==> src/rtl/demux_seq_pkg.sv <==
// Shared definitions for the demux sequencer family.
//   - 2-bit state encoding constants and the matching state enum
//   - channel (select) width
package demux_seq_pkg;

    localparam logic [1:0] ST_IDLE  = 2'd0;
    localparam logic [1:0] ST_SETUP = 2'd1;
    localparam logic [1:0] ST_SHIFT = 2'd2;
    localparam logic [1:0] ST_GAP   = 2'd3;

    localparam int CHAN_W = 2;

    typedef enum logic [1:0] {
        IDLE  = ST_IDLE,
        SETUP = ST_SETUP,
        SHIFT = ST_SHIFT,
        GAP   = ST_GAP
    } state_t;

endpackage

==> src/rtl/demux_sequencer_bit_timer.sv <==
// bit_timer: counts clocks within one serial bit period.
// Ports:
//   clk, rst_n : clock, async active-low reset
//   en         : count while high
//   clr        : synchronous clear (wins over en)
//   tc         : high in the last clock of a bit period while enabled
module bit_timer #(
    parameter int CLKS_PER_BIT = 4
) (
    input  logic clk,
    input  logic rst_n,
    input  logic en,
    input  logic clr,
    output logic tc
);

    localparam int CNT_W = (CLKS_PER_BIT > 1) ? $clog2(CLKS_PER_BIT) : 1;
    localparam logic [CNT_W-1:0] LAST_CNT = CNT_W'(CLKS_PER_BIT - 1);

    logic [CNT_W-1:0] cnt_q, cnt_d;

    assign tc = en && (cnt_q == LAST_CNT);

    always_comb begin
        // NOTE: every combinational output gets a default first, so no path
        // leaves it unassigned and no latch is inferred.
        cnt_d = cnt_q;
        if (clr) begin
            cnt_d = '0;
        end else if (en) begin
            cnt_d = tc ? '0 : cnt_q + 1'b1;
        end
    end

    // NOTE: state registers use non-blocking assignments so every flop samples
    // the pre-edge values regardless of process ordering.
    always_ff @(posedge clk or negedge rst_n) begin
        if (!rst_n) begin
            cnt_q <= '0;
        end else begin
            cnt_q <= cnt_d;
        end
    end

endmodule

==> src/rtl/demux_sequencer.sv <==
// demux_sequencer: accepts a byte + channel over valid/ready, sets the demux
// selects while the data line is low, then shifts the byte out MSB-first,
// holding each bit for CLKS_PER_BIT clocks, followed by a one-cycle GAP with
// o_Done.
// Ports:
//   i_Clk, i_Rst_L         : clock, async active-low reset
//   i_Valid/o_Ready        : accept handshake (transfer when both high)
//   i_Chan, i_Byte         : destination channel and payload
//   o_Sel1, o_Sel0, o_Data : registered demux drive
//   o_Busy                 : high outside IDLE
//   o_Done                 : one-cycle pulse in GAP
module demux_sequencer
    import demux_seq_pkg::*;
#(
    parameter int DATA_WIDTH   = 8,
    parameter int CLKS_PER_BIT = 4
) (
    input  logic                  i_Clk,
    input  logic                  i_Rst_L,
    input  logic                  i_Valid,
    input  logic [CHAN_W-1:0]     i_Chan,
    input  logic [DATA_WIDTH-1:0] i_Byte,
    output logic                  o_Ready,
    output logic                  o_Sel1,
    output logic                  o_Sel0,
    output logic                  o_Data,
    output logic                  o_Busy,
    output logic                  o_Done
);

    localparam int IDX_W = (DATA_WIDTH > 1) ? $clog2(DATA_WIDTH) : 1;
    localparam logic [IDX_W-1:0] LAST_IDX = IDX_W'(DATA_WIDTH - 1);

    state_t                state_q, state_d;
    logic [DATA_WIDTH-1:0] shift_q, shift_d;
    logic [IDX_W-1:0]      idx_q,   idx_d;
    logic [CHAN_W-1:0]     sel_q,   sel_d;
    logic                  data_q,  data_d;
    logic                  ready_q, ready_d;
    logic                  done_q,  done_d;

    logic accept;
    logic bit_tc;

    // ready_q is low for the first cycle after reset even though the state is
    // IDLE, so it must gate the accept.
    assign accept = (state_q == IDLE) && i_Valid && ready_q;

    bit_timer #(
        .CLKS_PER_BIT (CLKS_PER_BIT)
    ) u_bit_timer (
        .clk   (i_Clk),
        .rst_n (i_Rst_L),
        .en    (state_q == SHIFT),
        .clr   (accept),
        .tc    (bit_tc)
    );

    always_comb begin
        state_d = state_q;
        shift_d = shift_q;
        idx_d   = idx_q;
        sel_d   = sel_q;
        data_d  = 1'b0;
        done_d  = 1'b0;

        unique case (state_q)
            IDLE: begin
                if (accept) begin
                    state_d = SETUP;
                    shift_d = i_Byte;
                    sel_d   = i_Chan;   // selects move only while data is 0
                    idx_d   = '0;
                end
            end
            SETUP: begin
                state_d = SHIFT;
                data_d  = shift_q[DATA_WIDTH-1];
            end
            SHIFT: begin
                data_d = shift_q[DATA_WIDTH-1];
                if (bit_tc) begin
                    if (idx_q == LAST_IDX) begin
                        // Last bit has had its full period: drop data, pulse done.
                        state_d = GAP;
                        data_d  = 1'b0;
                        done_d  = 1'b1;
                    end else begin
                        shift_d = shift_q << 1;
                        idx_d   = idx_q + 1'b1;
                        data_d  = shift_d[DATA_WIDTH-1];
                    end
                end
            end
            GAP: begin
                state_d = IDLE;
            end
            default: state_d = IDLE;
        endcase

        ready_d = (state_d == IDLE);
    end

    always_ff @(posedge i_Clk or negedge i_Rst_L) begin
        if (!i_Rst_L) begin
            state_q <= IDLE;
            shift_q <= '0;
            idx_q   <= '0;
            sel_q   <= '0;
            data_q  <= 1'b0;
            ready_q <= 1'b0;
            done_q  <= 1'b0;
        end else begin
            state_q <= state_d;
            shift_q <= shift_d;
            idx_q   <= idx_d;
            sel_q   <= sel_d;
            data_q  <= data_d;
            ready_q <= ready_d;
            done_q  <= done_d;
        end
    end

    assign o_Ready = ready_q;
    assign o_Sel1  = sel_q[1];
    assign o_Sel0  = sel_q[0];
    assign o_Data  = data_q;
    assign o_Busy  = (state_q != IDLE);
    assign o_Done  = done_q;

endmodule

==> config.mk <==
export PLATFORM = sky130hd
export DESIGN_NAME = demux_sequencer
export DESIGN_NICKNAME = d
export VERILOG_FILES = /design/src/rtl/demux_seq_pkg.sv /design/src/rtl/demux_sequencer_bit_timer.sv /design/src/rtl/demux_sequencer.sv
export SDC_FILE = /design/constraint.sdc
export NUM_CORES = 1
export LEC_CHECK = 0
export CORE_MARGIN = 5
export CORE_UTILIZATION = 45
export CTS_CLUSTER_DIAMETER = 200
export DETAILED_ROUTE_END_ITERATION = 10
export PLACE_DENSITY = 0.77
export SLEW_MARGIN = 20
export SYNTH_ARGS = -nofsm -noshare
export SYNTH_HDL_FRONTEND = slang
export SYNTH_SLANG_ARGS = --single-unit
==> constraint.sdc <==
create_clock -name i_Clk -period 1.72 [get_ports i_Clk]
set_input_delay 0.258 -clock i_Clk [delete_from_list [all_inputs] [get_ports i_Clk]]
set_output_delay 0.258 -clock i_Clk [all_outputs]
set_load 0.02 [all_outputs]
# Yosys cells after proc, flatten, opt, wreduce, memory -nomap -nowiden
# Index checks and enable logic that the tools add are counted.
op_classes:
  eq_ne: 8
  muxes: 21
  n_addsub: 2
  reduce_logical: 10
op_table:
  columns: ["operator", "n"]
  rows:
  - ["$mux 8", 3]
  - ["$pmux 8 s2", 1]
  - ["$mux 2", 6]
  - ["$mux 3", 3]
  - ["$pmux 2 s4", 1]
  - ["$eq 2x2->1 const B", 3]
  - ["$ne 2x2->1 const B", 3]
  - ["$pmux 3 s2", 1]
  - ["$reduce_bool 2->1", 3]
  - ["$mux 1", 5]
  - ["$logic_not 2->1", 2]
  - ["$reduce_and 4->1", 1]
  - ["$add 3x1->3 const B", 1]
  - ["$eq 3x3->1 const B", 1]
  - ["$logic_and 1x1->1", 3]
  - ["$add 2x1->2 const B", 1]
  - ["$eq 2x1->1 const B", 1]
  - ["$pmux 1 s2", 1]
  - ["$reduce_and 2->1", 1]
totals:
  elab_cells: 49
  input_bits: 13
  reg_bits: 20
  out_inout_bits: 6

# Longest topological paths before layout
depth:
  word_depth: 6
  depth_mapped: 7
  depth_no_buf: 5

# By module
# From an unflattened synthesis, not the netlist that was laid out.
hier_totals:
  cells_unflattened: 80
  area_unflattened_um2: 994.7
modules_own_cells:
  columns: ["mod", "area_per_inst_um2", "seq_area_each_um2", "cells_each", "n_inst"]
  rows:
  - ["demux_sequencer", 888.4, 450.4, 71, 1]
  - ["bit_timer", 106.4, 50.0, 9, 1]

# Least setup slack after synthesis
# No wires, ideal clock.
synth_path:
  path_type: "register -> register"
  start: "reg idx_q[0]"
  end: "reg shift_q[1]"
  period_less_slack_ns: 1.867
  t_arrival_ns: 1.742
  setup_ns: 0.125
  slack_ns: -0.147
  stages_incl_launch_ff: 6
  path_buffers: 0
  required_time_ns: 1.595
  path_cell_list: "dfrtp_1 -> ha_1 -> ha_1 -> nand2b_2 -> a211oi_4 -> mux2_2"
synth_between:
  elab_chain_len: 3
synth_rtl:
  columns: ["element", "line_no", "source"]
  rows:
  - ["start: declaration", "demux_sequencer.sv:36", "logic [IDX_W-1:0] idx_q, idx_d;"]
  - ["start signal: assignment", "demux_sequencer.sv:116", "idx_q <= idx_d;"]
  - ["$eq 3x3->1", "demux_sequencer.sv:83", "if (idx_q == LAST_IDX) begin"]
  - ["$ne 2x2->1 (no source line)", null, null]
  - ["$reduce_and 4->1 (no source line)", null, null]
  - ["end signal: assignment", "demux_sequencer.sv:115", "shift_q <= shift_d;"]
  - ["end: declaration", "demux_sequencer.sv:35", "logic [DATA_WIDTH-1:0] shift_q, shift_d;"]
# No other way between the ends.
# A chain may end at the register's enable or synchronous reset.

# Worst setup path in the final report
# Same ends and word-level chain as after synthesis.

==> run summary <==
Status: complete, no violations
Row cnt: 17
Register area share after synthesis: 50.3%
Sink Count: 20
H-tree level count: 1
Clk root buf: clkbuf_4
#FFs+latches synth: 20
Overall die height: 57.0 µm
Post-Syn Area: 996 µm²
Final Cell Area: 1410 µm²
FF-to-FF Start: idx_q[0]
Reg2reg end: shift_q[1]
Crit path largest cell delay: 410 ps
CP max-delay cell: dfrtp_1
Worst Path Arrival: 1910 ps
R2R Setup Slk: 6 ps
Hold Fails Final Rpt: 0
R2R cell count: 6
Clock Power Share: 13.1%
Crit-path max FO: 9
Via count: 706
Cell count after synthesis: 84
Worst path bufs/invs: 1
Switching power share of the total: 34.5%
Antenna Cells: 0
Drt pass-1 iters: 3
Vias in the first global route: 790
WS Path Type: reg2reg
MaxCap Viol Count: 0
Logic pwr share: 58.2%
Synth area leader: dfrtp_1
Latest clock arrival within the worst-skew pair: 290 ps
Setup TNS: 0 ps
Clock tree buffer depth: 2
Worst Setup SP: idx_q[0]
Congestion Overflow GR: 0
Initial Util: 45.9%
Critical path cell sequence: ha_2 -> ha_4 -> nand2b_4 -> a211oi_4 -> buf_12 -> mux2_4
IO Count: 19
DR WL/cell: 14.1 µm
Antenna violations before repair: 0
PortBufs: 18
Yosys top cell area share: 50.3%
RSZ-0062 raised after global routing: yes
Syn Area/Cell: 11.9 µm²
Req. time, crit path: 1910 ps
Delay-heaviest family, CP: flip-flops
Max Clock Skew: 5.30 ps
Post-Route WL: 2.02 mm
Layout cell share with drive strength beyond 1: 33.9%
# placed instances: 139
Layout Cells excl Fill: 143
Final ANT Viol Nets: 0
Synth warn: 0
Final GP Congestion: 0.775
Mapped Nets: 103
DR top layer: met4
Largest net degree at the start of global routing: 21
Internal: 1.87 mW
CP endpoint kind: register
Worst hold path type: in2async
Post-placement cell area: 1340 µm²
Top post-synthesis cells by area: dfrtp_1 50%, mux2_2 16%, ha_1 7.5%
Post-detail-place hpwl: 1.57 mm
Die X: 57.0 µm
Core ar.: 2170 µm²
Clock buffer count from CTS: 3
First-pass GRT wire length: 3.48 mm
Pwr Density: 2030 nW/µm²
Starting DRT DRC Count: 9
CP startpoint kind: register
Final period util: 99.6%
Max VDD drop: 0.00103 V
Final setup violation count: 0
Clk slew on worst S/H paths: 110 ps
Hold-fix buffers, CTS: 0
Psw: 982 µW
FMAX: 0.584 GHz
Met2 wire length: 1.04 mm
TritonCTS clock tree: done
Min Tclk post-route: 1710 ps
Share of power burned in registers: 28.7%
Final net count: 135
Yosys cell types: 26
DR WL met3: 45 µm
Max-slew violation count: 0
Die footprint: 3250 µm²
Met1 WL: 921 µm
Worst-margin pin slew: 268 ps
Layout area overhead: 41.2%
Remaining DRCs: 0
Mean number of vias per cell: 4.94
Hold_ws: 287 ps
Gr usage total: 13.5%
Max_slew headroom: 82.0%
Leakage power total: 0.649 nW
kinds of logic (layout without fill, tap and decap cells):
logic type | after synthesis | count (layout) | synth area share [%]
flops | 20 | 20 | 50.3
compound gates | 13 | 13 | 10.4
fa+ha+maj | 6 | 6 | 7.54
buf+inv | 9 | 40 | 3.64
mux | 16 | 16 | 17.8
simple gates | 20 | 20 | 10.3
sequential cells by signal, summed over array words and instances, names as in the netlist:
signal             flops
shift_q                8
sel_q                  2
o_Done                 1
u_bit_timer.cnt_q      2
o_Ready                1
o_Data                 1
idx_q                  3
state_q                2
power by group through the flow:
stage / clock [mW] / sequential (mW) / combinational [mW]
2_1_floorplan: 0 / 0.836 / 1.05
3_3_place_gp: 0 / 0.808 / 1.59
3_5_place_dp: 0 / 0.826 / 1.65
4_1_cts: 0.389 / 0.815 / 1.64
5_1_grt: 0.411 / 0.843 / 1.81
6_report: 0.373 / 0.818 / 1.66
area by class of cell:
| cell class | instances | area (µm²) |
|---|---|---|
| timing repair buffer | 29 | 275 |
| multi-input combinational | 55 | 517 |
| tap | 28 | 35.0 |
| clock buffer | 3 | 22.5 |
| inverter | 7 | 26.3 |
| sequential | 20 | 500 |
| fill | 167 | 763 |
| clock inverter | 1 | 30.0 |
cell usage in the layout (no fill, tap or decap), types with 2 or more instances in the layout:
cell type / instances
dfrtp_1: 20
o21ai_0: 2
nor2_1: 4
clkbuf_4: 3
mux2_2: 7
mux2_4: 7
buf_4: 10
ha_1: 3
o2bb2ai_1: 2
clkdlybuf4s50_1: 17
ha_2: 2
a21oi_1: 2
nand2_1: 8
mux2i_1: 2
inv_1: 7
layer usage:
metal,vias to the layer above,global-route usage (%)
met2,6,22.7
li1,353,-
met4,0,5.96
met3,2,2.04
met5,-,0
met1,345,17.2
repair_timing:
action,4_1_cts,5_1_grt
setup buffers,0,0
gates cloned,0,0
endpoints found under the setup margin,1,11
resized for setup,1,4
worst max path at each step:
stage	to	slack [ps]	cells past startpoint
floorplan	shift_q[1]	-60	5
global placement	shift_q[2]	20	5
detailed placement	shift_q[2]	0.1	5
CTS	shift_q[1]	8	6
global route	shift_q[1]	-40	6
finish	shift_q[1]	6	6
cells in the mapped netlist (all sizes together):
library cell   n
nand2b         1
mux2i          2
a21oi          2
a211oi         1
buf            2
inv            7
o2bb2ai        2
nor2b          1
and3           2
dfrtp         20
and2b          1
o22ai          1
nor2           4
a31oi          1
nand3          1
nor3           1
o211a          1
and3b          1
nand2          8
ha             6
a22oi          1
a2bb2oi        1
mux2          14
o21ai          2
a21boi         1
metrics by stage:
step                util (%)  power, mW  setup slack [ps]
floorplan                  -       1.89             -63.7
global placement        61.9       2.40              17.8
detailed placement      61.9       2.47             0.101
CTS                     64.2       2.85              7.70
global route            64.8       3.07             -42.6
finish                  64.8       2.85              6.23
worst reg2reg max path, delay by kind of cell, from the launching register on:
| kind | cells | cell delay [ps] |
|---|---|---|
| compound gates | 1 | 240 |
| mux | 1 | 300 |
| fa+ha+maj | 2 | 350 |
| flops | 1 | 410 |
| simple gates | 1 | 140 |
| buf+inv | 1 | 170 |
(Power assumes the default switching activity.)
